[src/rtl/alu_pkg.sv]
// Shared definitions for the arbitrated ALU: op encodings and the FSM state type.
package alu_pkg;

    localparam logic [2:0] OpNeg    = 3'b000;
    localparam logic [2:0] OpInc    = 3'b001;
    localparam logic [2:0] OpAddc   = 3'b010;
    localparam logic [2:0] OpAddSra = 3'b011;
    localparam logic [2:0] OpAnd    = 3'b100;
    localparam logic [2:0] OpOr     = 3'b101;
    localparam logic [2:0] OpCat    = 3'b110;
    localparam logic [2:0] OpZero   = 3'b111;

    typedef enum logic [1:0] {
        StIdle,
        StExec,
        StResp
    } state_e;

endpackage

[src/rtl/alu_core.sv]
// Purely combinational ALU datapath; results wrap modulo 2^WIDTH.
module alu_core
    import alu_pkg::*;
#(
    parameter int unsigned WIDTH = 16
) (
    input  logic [2:0]       op,
    input  logic [WIDTH-1:0] a,
    input  logic [WIDTH-1:0] b,
    input  logic             c,
    output logic [WIDTH-1:0] result,
    output logic             zero,
    output logic             neg
);

    logic signed [WIDTH-1:0] b_s;
    assign b_s = b;

    always_comb begin
        result = '0;
        unique case (op)
            OpNeg:    result = ~a + WIDTH'(1);
            OpInc:    result = a + WIDTH'(1);
            OpAddc:   result = a + b + WIDTH'(c);
            OpAddSra: result = a + $unsigned(b_s >>> 1);
            OpAnd:    result = a & b;
            OpOr:     result = a | b;
            OpCat:    result = {a[WIDTH/2-1:0], b[WIDTH/2-1:0]};
            OpZero:   result = '0;
        endcase
    end

    assign zero = (result == '0);
    assign neg  = result[WIDTH-1];

endmodule

[src/rtl/alu_arbiter.sv]
// Two-requester round-robin front end for a shared ALU; one operation in flight at a time.
module alu_arbiter
    import alu_pkg::*;
#(
    parameter int unsigned WIDTH = 16
) (
    input  logic             clk,
    input  logic             rst_n,
    input  logic             req0_valid,
    input  logic             req1_valid,
    output logic             req0_ready,
    output logic             req1_ready,
    input  logic [2:0]       req0_op,
    input  logic [2:0]       req1_op,
    input  logic [WIDTH-1:0] req0_a,
    input  logic [WIDTH-1:0] req0_b,
    input  logic [WIDTH-1:0] req1_a,
    input  logic [WIDTH-1:0] req1_b,
    input  logic             req0_c,
    input  logic             req1_c,
    output logic             rsp_valid,
    input  logic             rsp_ready,
    output logic             rsp_port,
    output logic [WIDTH-1:0] rsp_data,
    output logic             rsp_zero,
    output logic             rsp_neg,
    output logic             busy,
    output logic [15:0]      op_count
);

    state_e             state_q, state_d;
    logic               last_q;
    logic [2:0]         op_q;
    logic [WIDTH-1:0]   a_q, b_q;
    logic               c_q, port_q;
    logic [WIDTH-1:0]   rsp_data_q;
    logic               rsp_zero_q, rsp_neg_q, rsp_port_q;
    logic [15:0]        op_count_q;

    logic               grant, accept;
    logic [WIDTH-1:0]   alu_result;
    logic               alu_zero, alu_neg;

    // Tie goes to the port not served last; a lone requester wins outright.
    assign grant  = (req0_valid && req1_valid) ? ~last_q : ~req0_valid;
    assign accept = rst_n && (state_q == StIdle) && (req0_valid || req1_valid);

    assign req0_ready = accept && !grant;
    assign req1_ready = accept && grant;

    always_comb begin
        state_d = state_q;
        unique case (state_q)
            StIdle:  if (accept) state_d = StExec;
            StExec:  state_d = StResp;
            StResp:  if (rsp_ready) state_d = StIdle;
            default: state_d = StIdle;
        endcase
    end

    alu_core #(
        .WIDTH (WIDTH)
    ) u_alu_core (
        .op     (op_q),
        .a      (a_q),
        .b      (b_q),
        .c      (c_q),
        .result (alu_result),
        .zero   (alu_zero),
        .neg    (alu_neg)
    );

    always_ff @(posedge clk or negedge rst_n) begin
        if (!rst_n) begin
            state_q    <= StIdle;
            last_q     <= 1'b1;
            op_q       <= '0;
            a_q        <= '0;
            b_q        <= '0;
            c_q        <= 1'b0;
            port_q     <= 1'b0;
            rsp_data_q <= '0;
            rsp_zero_q <= 1'b0;
            rsp_neg_q  <= 1'b0;
            rsp_port_q <= 1'b0;
            op_count_q <= '0;
        end else begin
            state_q <= state_d;
            if (accept) begin
                last_q <= grant;
                port_q <= grant;
                op_q   <= grant ? req1_op : req0_op;
                a_q    <= grant ? req1_a  : req0_a;
                b_q    <= grant ? req1_b  : req0_b;
                c_q    <= grant ? req1_c  : req0_c;
            end
            if (state_q == StExec) begin
                rsp_data_q <= alu_result;
                rsp_zero_q <= alu_zero;
                rsp_neg_q  <= alu_neg;
                rsp_port_q <= port_q;
            end
            if (state_q == StResp && rsp_ready && op_count_q != 16'hFFFF) begin
                op_count_q <= op_count_q + 16'd1;
            end
        end
    end

    assign rsp_valid = (state_q == StResp);
    assign busy      = (state_q != StIdle);
    assign rsp_port  = rsp_port_q;
    assign rsp_data  = rsp_data_q;
    assign rsp_zero  = rsp_zero_q;
    assign rsp_neg   = rsp_neg_q;
    assign op_count  = op_count_q;

endmodule

[config.mk]
export PLATFORM = sky130hd
export DESIGN_NAME = alu_arbiter
export DESIGN_NICKNAME = d
export VERILOG_FILES = /design/src/rtl/alu_pkg.sv /design/src/rtl/alu_core.sv /design/src/rtl/alu_arbiter.sv
export SDC_FILE = /design/constraint.sdc
export NUM_CORES = 1
export LEC_CHECK = 0
export CORE_UTILIZATION = 35
export DETAILED_ROUTE_END_ITERATION = 8
export GPL_TIMING_DRIVEN = 0
export PLACE_DENSITY = 0.67
export SYNTH_ARGS = -nofsm -noshare
export SYNTH_HDL_FRONTEND = slang
export SYNTH_SLANG_ARGS = --single-unit
export TNS_END_PERCENT = 100
[constraint.sdc]
create_clock -name clk -period 3.8 [get_ports clk]
set_input_delay 0.76 -clock clk [delete_from_list [all_inputs] [get_ports clk]]
set_output_delay 0.76 -clock clk [all_outputs]
set_load 0.005 [all_outputs]
==> reports/results.txt, run 1 <==
Initial core utilization: 0.363
Reg2reg setup slack: 130 ps
Die height: 134 um
GRT overflow: 0
Vias per cell: 5.48
Nets: 980
CTS tree: built
Post-synth EDFFs: 0
FP Rows: 47
CP cell instances: buf_4 > nor2b_4 > buf_8 > nand3_1 > ha_1 > fa_1 > a21o_1 > a21oi_2 > o21ai_2 > a31o_2 > xor2_1 > a221oi_2 > nor2_1 > nor4b_4 > a32o_2
Register-to-Register Path Depth: 15
Max-slew violations: 0
CP Depth: 15
Clock Path Buffers: 2
Max-Cap Viols: 0
Dpl ws: -593 ps
Yosys top cell area share: 0.299
Drt drc: 0
Multiplexer share of the synthesized area: 0.0901
Pre-Repair DR Iteration Count: 6
Finished Layout Cells: 1076
Ports: 116
Crit start category: flop
Routed vias: 5901
Synthesized instance count: 725
Die span in x: 134 um
GRT Total Usage: 0.208
Main synth FF type: dfrtp_1
Netlist cell types: 72
Area contributors post-synth: dfrtp_1 30%, ha_1 10%, mux2i_1 7.5%, xnor2_1 5.3%, a21oi_1 5.2%
Fmax: 0.273 GHz
Worst Path Arrival: 3940 ps
LEAKAGE: 3.56 nW
Worst hold path type: input port to asynchronous set/reset pin
Synth Register Bits: 74
Layout cells sized above 1: 0.0853
Pwr/cell area: 830 nW/um2
Largest net degree at the start of global routing: 54
Max_slew headroom: 0.475
Xor/xnor cell area share of the yosys netlist: 0.0645
DR WL/cell: 17.2 um
Final critical-path required period: 3670 ps
Hold-fix buffers at CTS: 0
Max Clock Skew: 8.05 ps
VDD IR max: 300 uV
RSZ-0062 raised after global routing: yes
Die area: 18000 um2
Synth area leader: dfrtp_1
Final hold vios: 0
Yosys warnings: 0
Status: completed
# port buffers: 115
Crit-path max FO: 10
FF-to-FF End: rsp_zero$_DFFE_PN0N_
Post-Synth Adder-Cell Area: 0.110
Root buf cell: clkbuf_16
Worst skew pair latency: 340 ps
Critical path startpoint: op_q[2]$_DFFE_PN0P_
Period utilization: 0.965
Cts bufs inserted: 9
CP Capture Type: flop
Sequential cell area fraction in the yosys report: 0.303
CTS Sinks: 74
Critical Path Slowest Stage Cell: dfrtp_2
Main combinational cell family by area after synthesis: compound AO/OA/AOI/OAI gates
CTS H-tree depth: 3
Post-synth ARST share: 1.00
Routed WL: 18.5 mm
Post-synthesis simple-gate area fraction: 0.182
Compound-cell area share of the yosys netlist: 0.198
Crit path max-delay family: compound AO/OA/AOI/OAI gates
Worst path bufs/invs: 2
Synth Net Count: 854
Area Overhead vs Synth: 30.6%
Worst r2r src: op_q[2]$_DFFE_PN0P_
Post-route setup slack: 132 ps
Vias in the first global route: 5514
Core Region: 16800 um2
Setup violators final: 0
CP Class: flop to flop
Design area: 7990 um2
Post-route ant nets: 0
RD Place Congestion: 0.925
Post-DP Area: 7560 um2
Post-Synthesis Cell Area: 6110 um2
Clock Pin Slew Worst Setup and Hold Paths: 60 ps
DPL Wire Length: 14.5 mm
Placed insts: 1061
Syn avg cell area: 8.43 um2
Worst EP required: 4080 ps
Crit path largest cell delay: 450 ps
Initial antenna violation count: 0
Detailed router's first-iteration violation count: 456
Antenna cell count: 0
First-pass GRT wire length: 29.3 mm
Transition time of the tightest slew-check pin: 777 ps
==> logic make-up after synthesis <==
group | Yosys count
AO/OA/AOI/OAI | 190
XOR/XNOR | 45
adder cells (fa/ha/maj) | 52
buffers and inverters | 81
flip-flops | 74
multiplexers | 53
AND/OR/NAND/NOR | 230
==> stage by stage <==
step | hold WS, ps | utilization | power [W] | setup TNS [ps]
finish | 327 | 0.475 | 0.00663 | 0
global route | 349 | 0.475 | 0.00713 | -18.3
CTS | 318 | 0.469 | 0.00642 | 0
detailed placement | 473 | 0.450 | 0.00552 | -2690
global placement | 463 | 0.448 | 0.00548 | -109840
floorplan | 464 | - | 0.00424 | 0
==> worst register-to-register path, delay by kind of cell (launching register included) <==
kind / cells / cell delay [ps]
buffers and inverters: 2 / 370
xor gates and xnor gates: 1 / 160
and+or+nand+nor: 4 / 680
adders and majority gates: 2 / 640
DFF: 1 / 450
AOI/OAI and AO/OA: 6 / 1320
==> cells in the mapped netlist, types with 5 or more instances <==
cell	instances
a211oi_1	10
a21o_1	11
a21oi_1	64
a221oi_1	5
and2_1	5
and3_1	8
buf_1	5
buf_2	5
clkbuf_1	21
dfrtp_1	73
ha_1	49
inv_1	46
mux2_2	6
mux2i_1	46
nand2_1	53
nand2b_1	7
nand3_1	17
nand4_1	14
nor2_1	71
nor2b_1	5
nor3_1	32
o21ai_0	37
o21ai_1	10
o22ai_1	8
xnor2_1	37
xor2_1	8
==> report_power, final <==
part	switching (W)	leakage (nW)	internal (W)
sequential	0.000390	0.877	0.00107
combinational	0.00249	2.56	0.00186
clock	0.000363	0.131	0.000460
==> layer usage <==
| layer | global-route usage | vias to the layer above | part of all wire |
|---|---|---|---|
| met5 | 0 | - | 0 |
| met4 | 0.0799 | 0 | 0.025 |
| met3 | 0.0503 | 36 | 0.093 |
| met2 | 0.311 | 280 | 0.43 |
| met1 | 0.289 | 2728 | 0.45 |
| li1 | - | 2857 | - |
==> state kept, by name, indices dropped and copies added (netlist names), 2 cells and up <==
register  count
rsp_data     16
op_count     16
op_q          3
state_q       2
a_q          16
b_q          16
==> cell usage in the layout, fill, tap and decap left out, types with 3 or more instances in the layout <==
cell	count
clkbuf_1	14
a21oi_1	64
o21ai_1	9
a221oi_1	4
a21o_1	11
nor3_2	3
buf_1	3
nor2_1	71
dfrtp_1	72
xor2_1	8
nand3_1	17
mux2i_1	46
nor4_1	3
and3_1	8
nand2b_1	7
and2_1	5
a211oi_1	6
o31ai_1	3
clkbuf_2	3
a211oi_2	5
o21ai_0	37
buf_4	6
nor3_1	31
clkbuf_16	10
a22oi_1	3
a32oi_1	3
clkinvlp_4	3
nand2_1	52
o22ai_1	8
ha_1	49
nand4_1	14
buf_2	4
clkdlybuf4s50_1	114
fa_1	3
xnor2_1	37
mux2_2	6
inv_1	45
nor2b_1	4
==> layout make-up <==
| cell class | instances | area (um2) |
|---|---|---|
| Clock buffer | 10 | 239 |
| Fill cell | 1645 | 8830 |
| Multi-Input combinational cell | 570 | 4020 |
| Clock inverter | 6 | 41.3 |
| Tap cell | 220 | 275 |
| Timing Repair Buffer | 118 | 1210 |
| Inverter | 47 | 176 |
| Buffer | 31 | 166 |
| Sequential cell | 74 | 1850 |
==> how the worst max path moves through the flow <==
stage	endpoint	slack [ps]
after detailed placement	rsp_zero$_DFFE_PN0N_	-590
after floorplan	rsp_zero$_DFFE_PN0N_	180
final	rsp_zero$_DFFE_PN0N_	130
after global placement	req1_ready	-2650
after CTS	req1_ready	0.9
after global routing	rsp_zero$_DFFE_PN0N_	-20
==> timing repair <==
| action | CTS | global route |
|---|---|---|
| pin swaps | 0 | 3 |
| gates cloned | 0 | 1 |
| gates resized for setup | 17 | 16 |
| endpoints found under the setup margin | 12 | 4 |
| setup buffers | 0 | 1 |
No activity file was read; power rests on OpenSTA's default activity.
==> run 2: changes to the inputs <==
--- a/config.mk
+++ b/config.mk
@@ -5,10 +5,10 @@
 export SDC_FILE = /design/constraint.sdc
 export NUM_CORES = 1
 export LEC_CHECK = 0
-export CORE_UTILIZATION = 35
+export CORE_UTILIZATION = 48
 export DETAILED_ROUTE_END_ITERATION = 8
 export GPL_TIMING_DRIVEN = 0
-export PLACE_DENSITY = 0.67
+export PLACE_DENSITY = 0.85
 export SYNTH_ARGS = -nofsm -noshare
 export SYNTH_HDL_FRONTEND = slang
 export SYNTH_SLANG_ARGS = --single-unit
==> reports/results.txt, run 2 (synthesized netlist as in run 1, its figures left out) <==
Worst hold path type: input port to asynchronous set/reset pin (unchanged)
Crit path largest cell delay: 510 ps (was 450 ps)
Root buf cell: clkbuf_16 (unchanged)
Most frequent cells in the layout: 114 x clkdlybuf4s50_1, 72 x dfrtp_1, 71 x nor2_1 (unchanged)
CP Class: input port to primary output (was flop to flop)
Routed WL: 17.9 mm (was 18.5 mm)
Ports: 116 (unchanged)
FF-to-FF End: rsp_zero$_DFFE_PN0N_ (unchanged)
CTS Sinks: 74 (unchanged)
Period utilization: 0.969 (was 0.965)
DR WL/cell: 17.5 um (was 17.2 um)
Clock Pin Slew Worst Setup and Hold Paths: 60 ps (about the same)
CP cell instances: clkdlybuf4s50_1 > nor2_1 > nor3b_1 > clkbuf_2 > clkbuf_2 > and2_1 > clkdlybuf4s50_1 (was buf_4 > nor2b_4 > buf_8 > nand3_1 > ha_1 > fa_1 > a21o_1 > a21oi_2 > o21ai_2 > a31o_2 > xor2_1 > a221oi_2 > nor2_1 > nor4b_4 > a32o_2)
Vias per cell: 5.86 (was 5.48)
GRT Total Usage: 0.285 (was 0.208)
CP Capture Type: primary output (was flop)
Die area: 13200 um2 (was 18000 um2)
Final hold slack: 215 ps (was 327 ps)
M1 GR Usage: 0.391 (was 0.289)
Sequential Area: 1850 um2 (unchanged)
Cts bufs inserted: 9 (unchanged)
Status: completed (unchanged)
Crit start category: input port (was flop)
Fmax: 0.271 GHz (was 0.273 GHz)
VDD IR max: 326 uV (was 300 uV)
Post-route ant nets: 0 (unchanged)
Pre-Repair DR Iteration Count: 5 (was 6)
Worst skew pair latency: 340 ps (about the same)
CTS H-tree depth: 3 (unchanged)
RD Place Congestion: 1.00 (was 0.925)
Max-slew violations: 0 (unchanged)
Vias in the first global route: 5745 (was 5514)
Transition time of the tightest slew-check pin: 848 ps (was 777 ps)
Initial antenna violation count: 0 (unchanged)
Die span in x: 115 um (was 134 um)
Max_slew headroom: 0.435 (was 0.475)
GRT overflow: 0 (unchanged)
Clock Path Buffers: 2 (unchanged)
Max-Cap Viols: 0 (unchanged)
Final critical-path required period: 3680 ps (was 3670 ps)
CTS tree: built (unchanged)
Multi-input combinational cell area: 4000 um2 (was 4020 um2)
Area Overhead vs Synth: 28.9% (was 30.6%)
Met3 GRT Util: 0.0606 (was 0.0503)
Pwr/cell area: 838 nW/um2 (was 830 nW/um2)
Worst r2r src: op_q[0]$_DFFE_PN0P_ (was op_q[2]$_DFFE_PN0P_)
Met2 Usage GRT: 0.445 (was 0.311)
FP Rows: 40 (was 47)
Commonest non-fill, non-tap cell in the layout: clkdlybuf4s50_1 (unchanged)
Critical Path Slowest Stage Cell: clkdlybuf4s50_1 (was dfrtp_2)
Setup violators final: 0 (unchanged)
Final hold vios: 0 (unchanged)
Hold-fix buffers at CTS: 0 (unchanged)
Crit-path max FO: 10 (unchanged)
Routed vias: 5996 (was 5901)
Detailed router's first-iteration violation count: 483 (was 456)
Layout cells sized above 1: 0.0795 (was 0.0853)
Largest net degree at the start of global routing: 74 (was 54)
Drt drc: 0 (unchanged)
Gr busiest metal: met2 (unchanged)
Die height: 115 um (was 134 um)
# port buffers: 115 (unchanged)
DPL Wire Length: 14.0 mm (was 14.5 mm)
Reg2reg setup slack: 120 ps (was 130 ps)
Finished Layout Cells: 1023 (was 1076)
Core Region: 12200 um2 (was 16800 um2)
Max Clock Skew: 10.8 ps (was 8.05 ps)
Layout fillers: 1070 (was 1645)
Antenna cell count: 0 (unchanged)
Nets: 979 (was 980)
RSZ-0062 raised after global routing: no (was yes)
Initial core utilization: 0.501 (was 0.363)
First-pass GRT wire length: 29.0 mm (was 29.3 mm)
Tot Pwr: 0.00661 W (was 0.00663 W)
Register-to-Register Path Depth: 15 (unchanged)
Placed insts: 1009 (was 1061)
Worst Path Arrival: 2920 ps (was 3940 ps)
LEAKAGE: 3.55 nW (was 3.56 nW)
Worst EP required: 3040 ps (was 4080 ps)
==> run 2: what timing repair did <==
action,CTS,global route
endpoints found under the setup margin,11,4
pin swaps,0,2
setup buffers,0,2
resized for setup,17,9
==> run 2: how the worst max path moves through the flow <==
| stage | slack, ps | start | end | depth (start not counted) |
|---|---|---|---|---|
| after floorplan | 180 | op_q[2]$_DFFE_PN0P_ | rsp_zero$_DFFE_PN0N_ | 16 |
| after global placement | -2580 | rst_n | req1_ready | 6 |
| after detailed placement | -550 | op_q[2]$_DFFE_PN0P_ | rsp_zero$_DFFE_PN0N_ | 16 |
| after CTS | 10 | op_q[0]$_DFFE_PN0P_ | rsp_zero$_DFFE_PN0N_ | 15 |
| after global routing | 1 | op_q[2]$_DFFE_PN0P_ | rsp_zero$_DFFE_PN0N_ | 15 |
| final | 120 | req0_valid | req1_ready | 7 |
==> run 2: report_power, final <==
| part | total [W] | switching (W) | internal (W) |
|---|---|---|---|
| clock network | 0.000879 | 0.000352 | 0.000526 |
| logic | 0.00427 | 0.00244 | 0.00183 |
| registers | 0.00146 | 0.000393 | 0.00107 |
| total | 0.00661 | 0.00318 | 0.00343 |
==> run 2: cell type report <==
class | instances | area share
Buffer | 30 | 0.0192
Clock buffer | 10 | 0.0303
Clock inverter | 6 | 0.00810
Inverter | 47 | 0.0224
Multi-Input combinational cell | 570 | 0.507
Sequential cell | 74 | 0.235
Tap cell | 168 | 0.0267
Timing Repair Buffer | 118 | 0.151
==> run 2: per-stage QoR <==
stage / setup TNS, ps / utilization / setup WS (ps) / area (um2)
after global routing: 0 / 0.645 / 1.44 / 7880
after detailed placement: -2390 / 0.614 / -554 / 7500
final: 0 / 0.645 / 117 / 7880
after CTS: 0 / 0.642 / 11.4 / 7840
after floorplan: 0 / - / 176 / 6110
after global placement: -99440 / 0.612 / -2580 / 7470
==> run 2: critical path: cells and delay by family <==
kind / cells / cell delay, ps
AND/OR/NAND/NOR: 3 / 580
buffers and inverters: 4 / 1590
==> run 2: metal layers <==
| layer | part of all wire | vias to the layer above |
|---|---|---|
| li1 | - | 2849 |
| met1 | 0.43 | 2791 |
| met2 | 0.44 | 315 |
| met3 | 0.097 | 41 |
| met4 | 0.027 | 0 |
| met5 | 0 | - |
==> run 3: changes to the inputs <==
--- a/config.mk
+++ b/config.mk
@@ -6,8 +6,8 @@
 export NUM_CORES = 1
 export LEC_CHECK = 0
 export CORE_UTILIZATION = 48
+export CTS_CLUSTER_SIZE = 12
 export DETAILED_ROUTE_END_ITERATION = 8
-export GPL_TIMING_DRIVEN = 0
 export PLACE_DENSITY = 0.85
 export SYNTH_ARGS = -nofsm -noshare
 export SYNTH_HDL_FRONTEND = slang
==> reports/results.txt, run 3 (synthesized netlist as in run 1, its figures left out) <==
Vias per cell: 5.89 (was 5.86)
Die height: 115 um (unchanged)
Layout cells sized above 1: 0.0715 (was 0.0795)
VDD IR max: 314 uV (was 326 uV)
Final critical-path required period: 3360 ps (was 3680 ps)
Hold-fix buffers at CTS: 0 (unchanged)
Reg2reg setup slack: 440 ps (was 120 ps)
Die span in x: 115 um (unchanged)
Cts bufs inserted: 9 (unchanged)
Sequential Power Share: 0.220 (was 0.221)
Root buf cell: clkbuf_16 (unchanged)
FP Rows: 40 (unchanged)
RSZ-0062 raised after global routing: no (unchanged)
LEAKAGE: 3.52 nW (was 3.55 nW)
CP cell instances: nor2b_1 > nand3_1 > ha_1 > fa_1 > a21o_1 > a21oi_2 > o21ai_1 > a31o_2 > xor2_1 > a221oi_1 > nor2_1 > nor4b_2 > a32o_2 (was clkdlybuf4s50_1 > nor2_1 > nor3b_1 > clkbuf_2 > clkbuf_2 > and2_1 > clkdlybuf4s50_1)
Largest net degree at the start of global routing: 75 (was 74)
CTS Sinks: 74 (unchanged)
Detailed router's first-iteration violation count: 656 (was 483)
Worst hold path type: input port to asynchronous set/reset pin (unchanged)
Most frequent cells in the layout: 114 x clkdlybuf4s50_1, 73 x dfrtp_1, 71 x nor2_1 (was 114 x clkdlybuf4s50_1, 72 x dfrtp_1, 71 x nor2_1)
Crit start category: flop (was input port)
Crit-path max FO: 9 (was 10)
Critical Path Slowest Stage Cell: dfrtp_1 (was clkdlybuf4s50_1)
Clock Path Buffers: 2 (unchanged)
CTS tree: built (unchanged)
Final core utilization: 0.636 (was 0.645)
Pre-Repair DR Iteration Count: 6 (was 5)
GRT overflow: 0 (unchanged)
Internal power: 0.00339 W (was 0.00343 W)
Routed vias: 5936 (was 5996)
DPL Wire Length: 13.2 mm (was 14.0 mm)
Die area: 13200 um2 (unchanged)
Register-to-Register Path Depth: 13 (was 15)
CTS H-tree depth: 3 (unchanged)
CP Capture Point: rsp_zero$_DFFE_PN0N_ (was req1_ready)
Pwr/cell area: 830 nW/um2 (was 838 nW/um2)
Worst Path Arrival: 3650 ps (was 2920 ps)
Final hold vios: 0 (unchanged)
# port buffers: 115 (unchanged)
Part of the power in combinational logic: 0.646 (about the same)
Status: completed (unchanged)
Max-Cap Viols: 0 (unchanged)
Ports: 116 (unchanged)
Drt drc: 0 (unchanged)
Commonest non-fill, non-tap cell in the layout: clkdlybuf4s50_1 (unchanged)
CP Class: flop to flop (was input port to primary output)
Max Clock Skew: 7.34 ps (was 10.8 ps)
Psw: 0.00306 W (was 0.00318 W)
Setup TNS Final: 0 ps (unchanged)
Worst r2r src: op_q[0]$_DFFE_PN0P_ (unchanged)
Antenna cell count: 0 (unchanged)
Clock power share: 0.134 (was 0.133)
Layout fillers: 1036 (was 1070)
Setup violators final: 0 (unchanged)
Worst EP required: 4080 ps (was 3040 ps)
DR WL met2: 7.51 mm (was 7.93 mm)
Transition time of the tightest slew-check pin: 782 ps (was 848 ps)
Max-slew violations: 0 (unchanged)
Post-route ant nets: 0 (unchanged)
Worst path bufs/invs: 0 (was 4)
# Post-CTS Setup Buffers: 0 (unchanged)
M1 WL: 7.30 mm (was 7.74 mm)
Net Sw Frac: 0.474 (was 0.481)
Worst skew pair latency: 350 ps (was 340 ps)
Fmax: 0.297 GHz (was 0.271 GHz)
Nets: 964 (was 979)
CP Depth: 13 (was 7)
Crit path largest cell delay: 490 ps (was 510 ps)
Met3 wire len: 1.75 mm (was 1.73 mm)
Critical path startpoint: op_q[0]$_DFFE_PN0P_ (was req0_valid)
First-pass GRT wire length: 27.7 mm (was 29.0 mm)
Routed WL: 17.0 mm (was 17.9 mm)
Clock Pin Slew Worst Setup and Hold Paths: 60 ps (about the same)
Max_slew headroom: 0.474 (was 0.435)
Period utilization: 0.885 (was 0.969)
Initial antenna violation count: 0 (unchanged)
Core Region: 12200 um2 (unchanged)
GRT Total Usage: 0.271 (was 0.285)
DR WL/cell: 16.8 um (was 17.5 um)
RD Place Congestion: 0.969 (was 1.00)
Initial core utilization: 0.501 (unchanged)
Crit path max-delay family: compound AO/OA/AOI/OAI gates (was buffers and inverters)
Vias in the first global route: 5476 (was 5745)
FF-to-FF End: rsp_zero$_DFFE_PN0N_ (unchanged)
Uppermost routed layer: met4 (unchanged)
CTS resizes: 0 (was 17)
CP Capture Type: flop (was primary output)
Area Overhead vs Synth: 27.1% (was 28.9%)
==> run 3: cell count changes in the layout (fill, tap and decap cells not counted), sizes merged <==
cell,delta
buf,+3
clkbuf,-18
clkinv,+1
clkinvlp,-2
==> run 3: worst min-delay path by stage <==
stage,startpoint,to,slack (ps),cells after the start
after global placement,rsp_port$_DFFE_PN0N_,rsp_port$_DFFE_PN0N_,460,2
after global routing,rst_n,b_q[2]$_DFFE_PN0P_,490,2
final,rst_n,b_q[2]$_DFFE_PN0P_,450,2
after detailed placement,rsp_port$_DFFE_PN0N_,rsp_port$_DFFE_PN0N_,470,2
after CTS,rst_n,b_q[2]$_DFFE_PN0P_,470,2
after floorplan,rst_n,a_q[0]$_DFFE_PN0P_,460,0
==> run 3: through the flow <==
step	hold slack [ps]	worst slack, ps	cells	total power [W]	instance area [um2]
2_1_floorplan	464	176	725	0.00424	6110
3_3_place_gp	463	546	992	0.00539	7480
3_5_place_dp	471	461	992	0.00546	7480
4_1_cts	472	444	1007	0.00636	7770
5_1_grt	489	172	1007	0.00693	7770
6_report	455	436	1007	0.00645	7770
==> run 3: layout make-up <==
cell class	instances	area (um2)	share of cell area
flip-flops and latches	74	1850	0.238
multi-input cells	570	3950	0.509
well taps	168	210	0.0271
repair buffers	133	1280	0.165
clock buffers	10	239	0.0308
inverters	47	176	0.0227
clock inverters	5	53.8	0.00692
==> run 3: power groups by stage <==
stage	Sequential [W]	Clock, W	Combinational [W]
6_report	0.00142	0.000861	0.00417
4_1_cts	0.00141	0.000866	0.00409
2_1_floorplan	0.00133	0	0.00291
3_3_place_gp	0.00140	0	0.00398
5_1_grt	0.00146	0.000898	0.00457
3_5_place_dp	0.00142	0	0.00404
==> run 3: metal layers <==
layer / vias up / track usage
met5: - / 0
met4: 0 / 0.0987
met3: 45 / 0.0606
met2: 337 / 0.410
met1: 2737 / 0.379
li1: 2817 / -
